## src/rtl/hilo_muldiv_ctrl.sv

```systemverilog
// ---------------------------------------------------------------------------
// hilo_muldiv_ctrl
//
// Owns the HI/LO architectural registers and sequences every write to them:
// single-cycle MULT/MULTU, iterative restoring DIV/DIVU, and MTHI/MTLO.
// The block sits beside EX and stalls the pipeline through busy while a
// multi-cycle operation is in flight. Its hi/lo outputs feed the write-back
// select path for MFHI/MFLO.
//
// Ports
//   clk        core clock, all state updates on the rising edge
//   resetn     asynchronous, active-low reset
//   req_valid  request present this cycle
//   req_op     000 MULT, 001 MULTU, 010 DIV, 011 DIVU, 100 MTHI, 101 MTLO
//   src_a      rs value (dividend / multiplicand / MTHI-MTLO data)
//   src_b      rt value (divisor / multiplier)
//   flush      abort any in-flight operation and drop a same-cycle request
//   busy       high while the sequencer is not idle
//   done       one-cycle pulse when a MULT/DIV result is committed
//   hi, lo     current HI / LO register contents
// ---------------------------------------------------------------------------
module hilo_muldiv_ctrl #(
    parameter int DATA_W = 32
) (
    input  logic              clk,
    input  logic              resetn,
    input  logic              req_valid,
    input  logic [2:0]        req_op,
    input  logic [DATA_W-1:0] src_a,
    input  logic [DATA_W-1:0] src_b,
    input  logic              flush,
    output logic              busy,
    output logic              done,
    output logic [DATA_W-1:0] hi,
    output logic [DATA_W-1:0] lo
);

    localparam int CNT_W = $clog2(DATA_W + 1);

    localparam logic [2:0] OP_MULT  = 3'b000;
    localparam logic [2:0] OP_MULTU = 3'b001;
    localparam logic [2:0] OP_DIV   = 3'b010;
    localparam logic [2:0] OP_DIVU  = 3'b011;
    localparam logic [2:0] OP_MTHI  = 3'b100;
    localparam logic [2:0] OP_MTLO  = 3'b101;

    typedef enum logic [1:0] {
        ST_IDLE,
        ST_MUL,
        ST_DIV,
        ST_FIX
    } state_t;

    state_t              state_reg, state_next;
    logic [DATA_W-1:0]   hi_reg, hi_next;
    logic [DATA_W-1:0]   lo_reg, lo_next;
    logic                done_reg, done_next;
    logic [CNT_W-1:0]    cnt_reg, cnt_next;
    // opa: multiplicand, or dividend magnitude shifting out while quotient
    // bits shift in. opb: multiplier, or divisor magnitude.
    logic [DATA_W-1:0]   opa_reg, opa_next;
    logic [DATA_W-1:0]   opb_reg, opb_next;
    logic                sgn_reg, sgn_next;
    logic [DATA_W:0]     rem_reg, rem_next;
    logic                q_neg_reg, q_neg_next;
    logic                r_neg_reg, r_neg_next;
    logic                dz_reg, dz_next;

    // Request-side helpers
    logic                req_signed;
    logic [DATA_W-1:0]   a_mag;
    logic [DATA_W-1:0]   b_mag;

    // Datapath helpers
    logic [2*DATA_W-1:0] a_ext;
    logic [2*DATA_W-1:0] b_ext;
    logic [2*DATA_W-1:0] product;
    logic [DATA_W+1:0]   rem_shift;
    logic [DATA_W+1:0]   diff;
    logic                take;
    logic [DATA_W-1:0]   quo_fix;
    logic [DATA_W-1:0]   rem_fix;

    assign req_signed = ~req_op[0];
    assign a_mag = (req_signed && src_a[DATA_W-1]) ? (~src_a + 1'b1) : src_a;
    assign b_mag = (req_signed && src_b[DATA_W-1]) ? (~src_b + 1'b1) : src_b;

    // Sign-extend (or zero-extend) to 2*DATA_W; the truncated product of the
    // extended operands is the exact two's-complement result either way.
    assign a_ext   = {{DATA_W{sgn_reg & opa_reg[DATA_W-1]}}, opa_reg};
    assign b_ext   = {{DATA_W{sgn_reg & opb_reg[DATA_W-1]}}, opb_reg};
    assign product = a_ext * b_ext;

    // One restoring step: shift the next dividend bit into the partial
    // remainder and subtract the divisor; a clear top bit means no borrow.
    assign rem_shift = {rem_reg, opa_reg[DATA_W-1]};
    assign diff      = rem_shift - {2'b00, opb_reg};
    assign take      = ~diff[DATA_W+1];

    assign quo_fix = q_neg_reg ? (~opa_reg + 1'b1) : opa_reg;
    assign rem_fix = r_neg_reg ? (~rem_reg[DATA_W-1:0] + 1'b1) : rem_reg[DATA_W-1:0];

    always_comb begin
        state_next = state_reg;
        hi_next    = hi_reg;
        lo_next    = lo_reg;
        done_next  = 1'b0;
        cnt_next   = cnt_reg;
        opa_next   = opa_reg;
        opb_next   = opb_reg;
        sgn_next   = sgn_reg;
        rem_next   = rem_reg;
        q_neg_next = q_neg_reg;
        r_neg_next = r_neg_reg;
        dz_next    = dz_reg;

        case (state_reg)
            ST_IDLE: begin
                if (req_valid && !flush) begin
                    case (req_op)
                        OP_MTHI: hi_next = src_a;
                        OP_MTLO: lo_next = src_a;
                        OP_MULT, OP_MULTU: begin
                            opa_next   = src_a;
                            opb_next   = src_b;
                            sgn_next   = req_signed;
                            state_next = ST_MUL;
                        end
                        OP_DIV, OP_DIVU: begin
                            opa_next   = a_mag;
                            opb_next   = b_mag;
                            sgn_next   = req_signed;
                            rem_next   = '0;
                            cnt_next   = '0;
                            q_neg_next = req_signed & (src_a[DATA_W-1] ^ src_b[DATA_W-1]);
                            r_neg_next = req_signed & src_a[DATA_W-1];
                            dz_next    = (src_b == '0);
                            state_next = ST_DIV;
                        end
                        default: ;
                    endcase
                end
            end

            ST_MUL: begin
                if (flush) begin
                    state_next = ST_IDLE;
                end else begin
                    hi_next    = product[2*DATA_W-1:DATA_W];
                    lo_next    = product[DATA_W-1:0];
                    done_next  = 1'b1;
                    state_next = ST_IDLE;
                end
            end

            ST_DIV: begin
                // DATA_W quotient-bit steps at counts 0..DATA_W-1, then one
                // more cycle at count DATA_W before FIX, so the commit lands
                // DATA_W+2 edges after the accept edge.
                if (flush) begin
                    state_next = ST_IDLE;
                end else if (cnt_reg == CNT_W'(DATA_W)) begin
                    state_next = ST_FIX;
                end else begin
                    rem_next = take ? diff[DATA_W:0] : rem_shift[DATA_W:0];
                    opa_next = {opa_reg[DATA_W-2:0], take};
                    cnt_next = cnt_reg + CNT_W'(1);
                end
            end

            ST_FIX: begin
                if (flush) begin
                    state_next = ST_IDLE;
                end else begin
                    // A zero divisor still reports completion but leaves
                    // HI/LO untouched.
                    if (!dz_reg) begin
                        lo_next = quo_fix;
                        hi_next = rem_fix;
                    end
                    done_next  = 1'b1;
                    state_next = ST_IDLE;
                end
            end

            default: state_next = ST_IDLE;
        endcase
    end

    always_ff @(posedge clk or negedge resetn) begin
        if (!resetn) begin
            state_reg <= ST_IDLE;
            hi_reg    <= '0;
            lo_reg    <= '0;
            done_reg  <= 1'b0;
            cnt_reg   <= '0;
            opa_reg   <= '0;
            opb_reg   <= '0;
            sgn_reg   <= 1'b0;
            rem_reg   <= '0;
            q_neg_reg <= 1'b0;
            r_neg_reg <= 1'b0;
            dz_reg    <= 1'b0;
        end else begin
            state_reg <= state_next;
            hi_reg    <= hi_next;
            lo_reg    <= lo_next;
            done_reg  <= done_next;
            cnt_reg   <= cnt_next;
            opa_reg   <= opa_next;
            opb_reg   <= opb_next;
            sgn_reg   <= sgn_next;
            rem_reg   <= rem_next;
            q_neg_reg <= q_neg_next;
            r_neg_reg <= r_neg_next;
            dz_reg    <= dz_next;
        end
    end

    assign busy = (state_reg != ST_IDLE);
    assign done = done_reg;
    assign hi   = hi_reg;
    assign lo   = lo_reg;

endmodule

```

## config.mk

```make
export PLATFORM = sky130hd
export DESIGN_NAME = hilo_muldiv_ctrl
export DESIGN_NICKNAME = d
export VERILOG_FILES = /design/src/rtl/hilo_muldiv_ctrl.sv
export SDC_FILE = /design/constraint.sdc
export NUM_CORES = 2
export LEC_CHECK = 0
export BUFFER_PORTS_ARGS = -buffer_cell sky130_fd_sc_hd__clkbuf_2
export CAP_MARGIN = 20
export CORE_MARGIN = 1
export CORE_UTILIZATION = 41
export DETAILED_ROUTE_END_ITERATION = 8
export PLACE_DENSITY = 0.66
export SLEW_MARGIN = 20
export SYNTH_ARGS = -nofsm -noshare
export SYNTH_HDL_FRONTEND = slang
export SYNTH_SLANG_ARGS = --single-unit
```

## constraint.sdc

```tcl
create_clock -name clk -period 8 [get_ports clk]
set_input_delay 1.2 -clock clk [delete_from_list [all_inputs] [get_ports clk]]
set_output_delay 1.2 -clock clk [all_outputs]
set_load 0.02 [all_outputs]
```

==> impl_table.tex <==
\begin{tabular}{lr}
\hline
Metric & Value \\
\hline
\multicolumn{2}{l}{\textbf{GRT}} \\
\quad Number of antenna violations at the first check in global routing & 7 \\
\quad Overall routing resource usage & 26.18\% \\
\quad Largest net degree at the start of global routing & 108 \\
\quad Grt ovf & 0 \\
\quad Global-route wire length before repair & 246,200 µm \\
\quad Via count of the first global-routing pass & 43.00k \\
\multicolumn{2}{l}{\textbf{Synth}} \\
\quad Synthesized net count & 7,169 \\
\quad Most used flip-flop cell after synthesis & dfrtp\_1 \\
\quad Seq cells post-synth & 174 \\
\quad Ranking of synthesized cells by area & fa\_1, inv\_1, dfrtp\_1 \\
\quad Count of different cell masters after synthesis & 73 \\
\quad Yosys warning total & 0 \\
\quad Area fraction of the dominant cell type after synthesis & 45.24\% \\
\quad Fraction of registers with async set/reset & 100.0\% \\
\quad Number of synthesized flops with an enable pin & 0 \\
\quad Netlist area before placement & 49,820 µm² \\
\quad Sequential area share after synthesis & 8.740\% \\
\quad Post-synthesis instance total & 5,721 \\
\quad Synthesized area divided by synthesized cell count & 8.709 µm² \\
\quad Most area-hungry cell type in the Yosys netlist & fa\_1 \\
\multicolumn{2}{l}{\textbf{Finish}} \\
\quad Top library cells by usage in the layout, fill and taps aside & inv\_1, fa\_1, nand2\_1, buf\_4, and2\_1 \\
\quad Final \#Nets & 7,450 \\
\quad Filler cell count in the final layout & 11.51k \\
\quad Commonest non-fill, non-tap cell in the layout & inv\_1 \\
\quad Final non-filler cell total & 7,633 \\
\quad Max reg flops & 33 \\
\quad Relative area change from synthesis to final layout & 14.69\% \\
\quad Fraction of layout cells with a size suffix above 1 & 13.77\% \\
\multicolumn{2}{l}{\textbf{Die}} \\
\quad Die Outline Area & 122,900 µm² \\
\quad Number of core rows & 127 \\
\quad Std-Cell Core Area & 120,100 µm² \\
\quad Die height & 350.6 µm \\
\quad Overall die width & 350.6 µm \\
\quad Starting density of the core & 41.47\% \\
\quad Boundary Pins & 137 \\
\multicolumn{2}{l}{\textbf{Setup path}} \\
\quad Crit Path Category & flip-flop to flip-flop \\
\quad Origin of the critical flop-to-flop path & opb\_reg[0]\$\_DFFE\_PN0P\_ \\
\quad CP Capture Type & flip-flop \\
\quad Slowest stage delay, CP & 550 ps \\
\quad Startpoint kind of the worst setup timing path & flip-flop \\
\quad Cell repeated most along the worst path & fa\_1 \\
\quad Beginning of the critical path & opb\_reg[0]\$\_DFFE\_PN0P\_ \\
\quad Slowest-stage cell, CP & fa\_1 \\
\quad Critical path data required time & 8360 ps \\
\quad Arrival time of data at the critical path endpoint & 8300 ps \\
\quad Critical Path Fanout Max & 18 \\
\multicolumn{2}{l}{\textbf{Placed design}} \\
\quad HPWL after detailed placement & 129,800 µm \\
\quad Inst Count DP & 7,560 \\
\quad Port-buffer cells & 136 \\
\quad RD Place Congestion & 0.9428 \\
\multicolumn{2}{l}{\textbf{Run status}} \\
\quad Run status & finished, final reports clean \\
\multicolumn{2}{l}{\textbf{Clock tree}} \\
\quad \# hold bufs at CTS & 0 \\
\quad CTS tree & built \\
\quad Clk\_lat worst skew & 510 ps \\
\quad Clock Root Buffer & clkbuf\_16 \\
\quad Clock sinks & 174 \\
\quad Total CTS buffers & 17 \\
\quad H-Tree Level Count & 4 \\
\quad Clock Tree Buf Depth & 2 \\
\quad Clock transition at the registers of the reported paths & 80 ps \\
\multicolumn{2}{l}{\textbf{Timing}} \\
\quad Final worst path period share & 99.27\% \\
\quad Transition time at the pin with the least slew margin & 1205 ps \\
\quad Fmax achieved & 0.1259 GHz \\
\quad Final period demand of the worst path & 7941 ps \\
\quad Setup-violating endpoint count in the final report & 0 \\
\quad Clock tree skew after final layout & 20.90 ps \\
\quad Max-slew violation total from the final report & 0 \\
\quad Final Hold Viols & 0 \\
\quad Setup repair after global routing missed its margin & true \\
\quad Relative slew margins & 19.47\% \\
\multicolumn{2}{l}{\textbf{Route}} \\
\quad Antenna Violating Nets Remaining & 0 \\
\quad DRC violation count after routing & 0 \\
\quad First-iteration detailed-routing DRC count & 3,122 \\
\quad Total number of vias & 40.41k \\
\quad DR vias/cell & 5.295 \\
\quad 1st-pass router iterations & 7 \\
\quad Average detailed-routed wire length per instance & 20.42 µm \\
\quad Post-Route WL & 155,900 µm \\
\multicolumn{2}{l}{\textbf{Hold path}} \\
\quad Hold Crit Class & flip-flop to flip-flop \\
\quad Origin of the worst min-delay path & hi[16]\$\_DFFE\_PN0P\_ \\
\multicolumn{2}{l}{\textbf{Job}} \\
\quad Maximum Capacitance Violations & 0 \\
\hline
\end{tabular}
==> layout make-up <==
type / count / area [µm²] / share of cell area [%]
multi-input combinational: 4014 / 40490 / 70.86
antenna: 6 / 15.01 / 0.02628
inverter: 1196 / 4489 / 7.857
clock buffer: 18 / 439.2 / 0.7686
clock inverter: 14 / 161.4 / 0.2825
timing repair buffer: 599 / 5159 / 9.028
tap: 1612 / 2017 / 3.530
sequential: 174 / 4372 / 7.651
==> worst max-delay path, delay by kind of cell (launching register included) <==
kind / cells / cell delay [ps]
buffers and inverters: 8 / 750
and+or+nand+nor: 4 / 590
AOI/OAI and AO/OA: 7 / 1790
xor gates and xnor gates: 1 / 190
adders and majority gates: 9 / 4060
DFF: 1 / 410
==> kinds of logic after synthesis <==
logic type	Yosys count	synth area share, %
buf+inv	1533	11.57
fa+ha+maj	1377	51.55
xor+xnor	213	3.744
compound gates	691	8.451
simple gates	1718	15.65
mux	15	0.3039
flops	174	8.740
==> timing repair <==
| action | in CTS | in global routing |
|---|---|---|
| setup buffers | 20 | 16 |
| resized for setup | 96 | 138 |
| pin swaps | 62 | 94 |
| endpoints found under the setup margin | 21 | 27 |
| gates cloned | 3 | 1 |
==> worst paths after layout <==
path | to | slack [ps] | cells past startpoint
max in group asynchronous | opa_reg[16]$_DFFE_PN0P_ | 5840 | 2
worst max register to register | hi[18]$_DFFE_PN0P_ | 60 | 29
min in group asynchronous | hi[31]$_DFFE_PN0P_ | 750 | 1
worst max-delay path | hi[18]$_DFFE_PN0P_ | 60 | 29
worst min-delay path | hi[16]$_DFFE_PN0P_ | 490 | 2
worst min register to register | hi[16]$_DFFE_PN0P_ | 490 | 2
==> through the flow <==
step / cell area, µm² / hold slack, ps / setup TNS, ps / worst slack (ps) / util (%)
global route: 57130 / 513.2 / -808.5 / -147.5 / 47.56
global placement: 55280 / 464.0 / -1880 / -307.4 / 46.02
detailed placement: 55310 / 471.1 / -3671 / -417.6 / 46.04
CTS: 56490 / 490.1 / -16.98 / -13.75 / 47.02
floorplan: 49820 / 457.3 / 0 / 8.860 / -
finish: 57140 / 486.1 / 0 / 58.55 / 47.56
==> metal layers <==
metal	track usage, %	part of all wire [%]
met5	0	0.0077
met4	10.65	4.2
met3	4.310	7.0
met2	44.12	49
met1	33.41	39
==> synth_stat cells, types with 35 or more instances <==
| cell | n |
|---|---|
| nand2_1 | 917 |
| nor2_1 | 255 |
| nor3_1 | 50 |
| a21oi_1 | 217 |
| clkbuf_1 | 300 |
| a21o_1 | 57 |
| o21ai_0 | 212 |
| dfrtp_1 | 174 |
| and2_1 | 305 |
| o31ai_1 | 36 |
| fa_1 | 1126 |
| ha_1 | 251 |
| inv_1 | 1195 |
| xnor2_1 | 143 |
| buf_1 | 35 |
| xor2_1 | 70 |
Power is left out: the tool's default activity adds up to more than one toggle a clock period on the data nets, which glitch-free logic cannot reach.
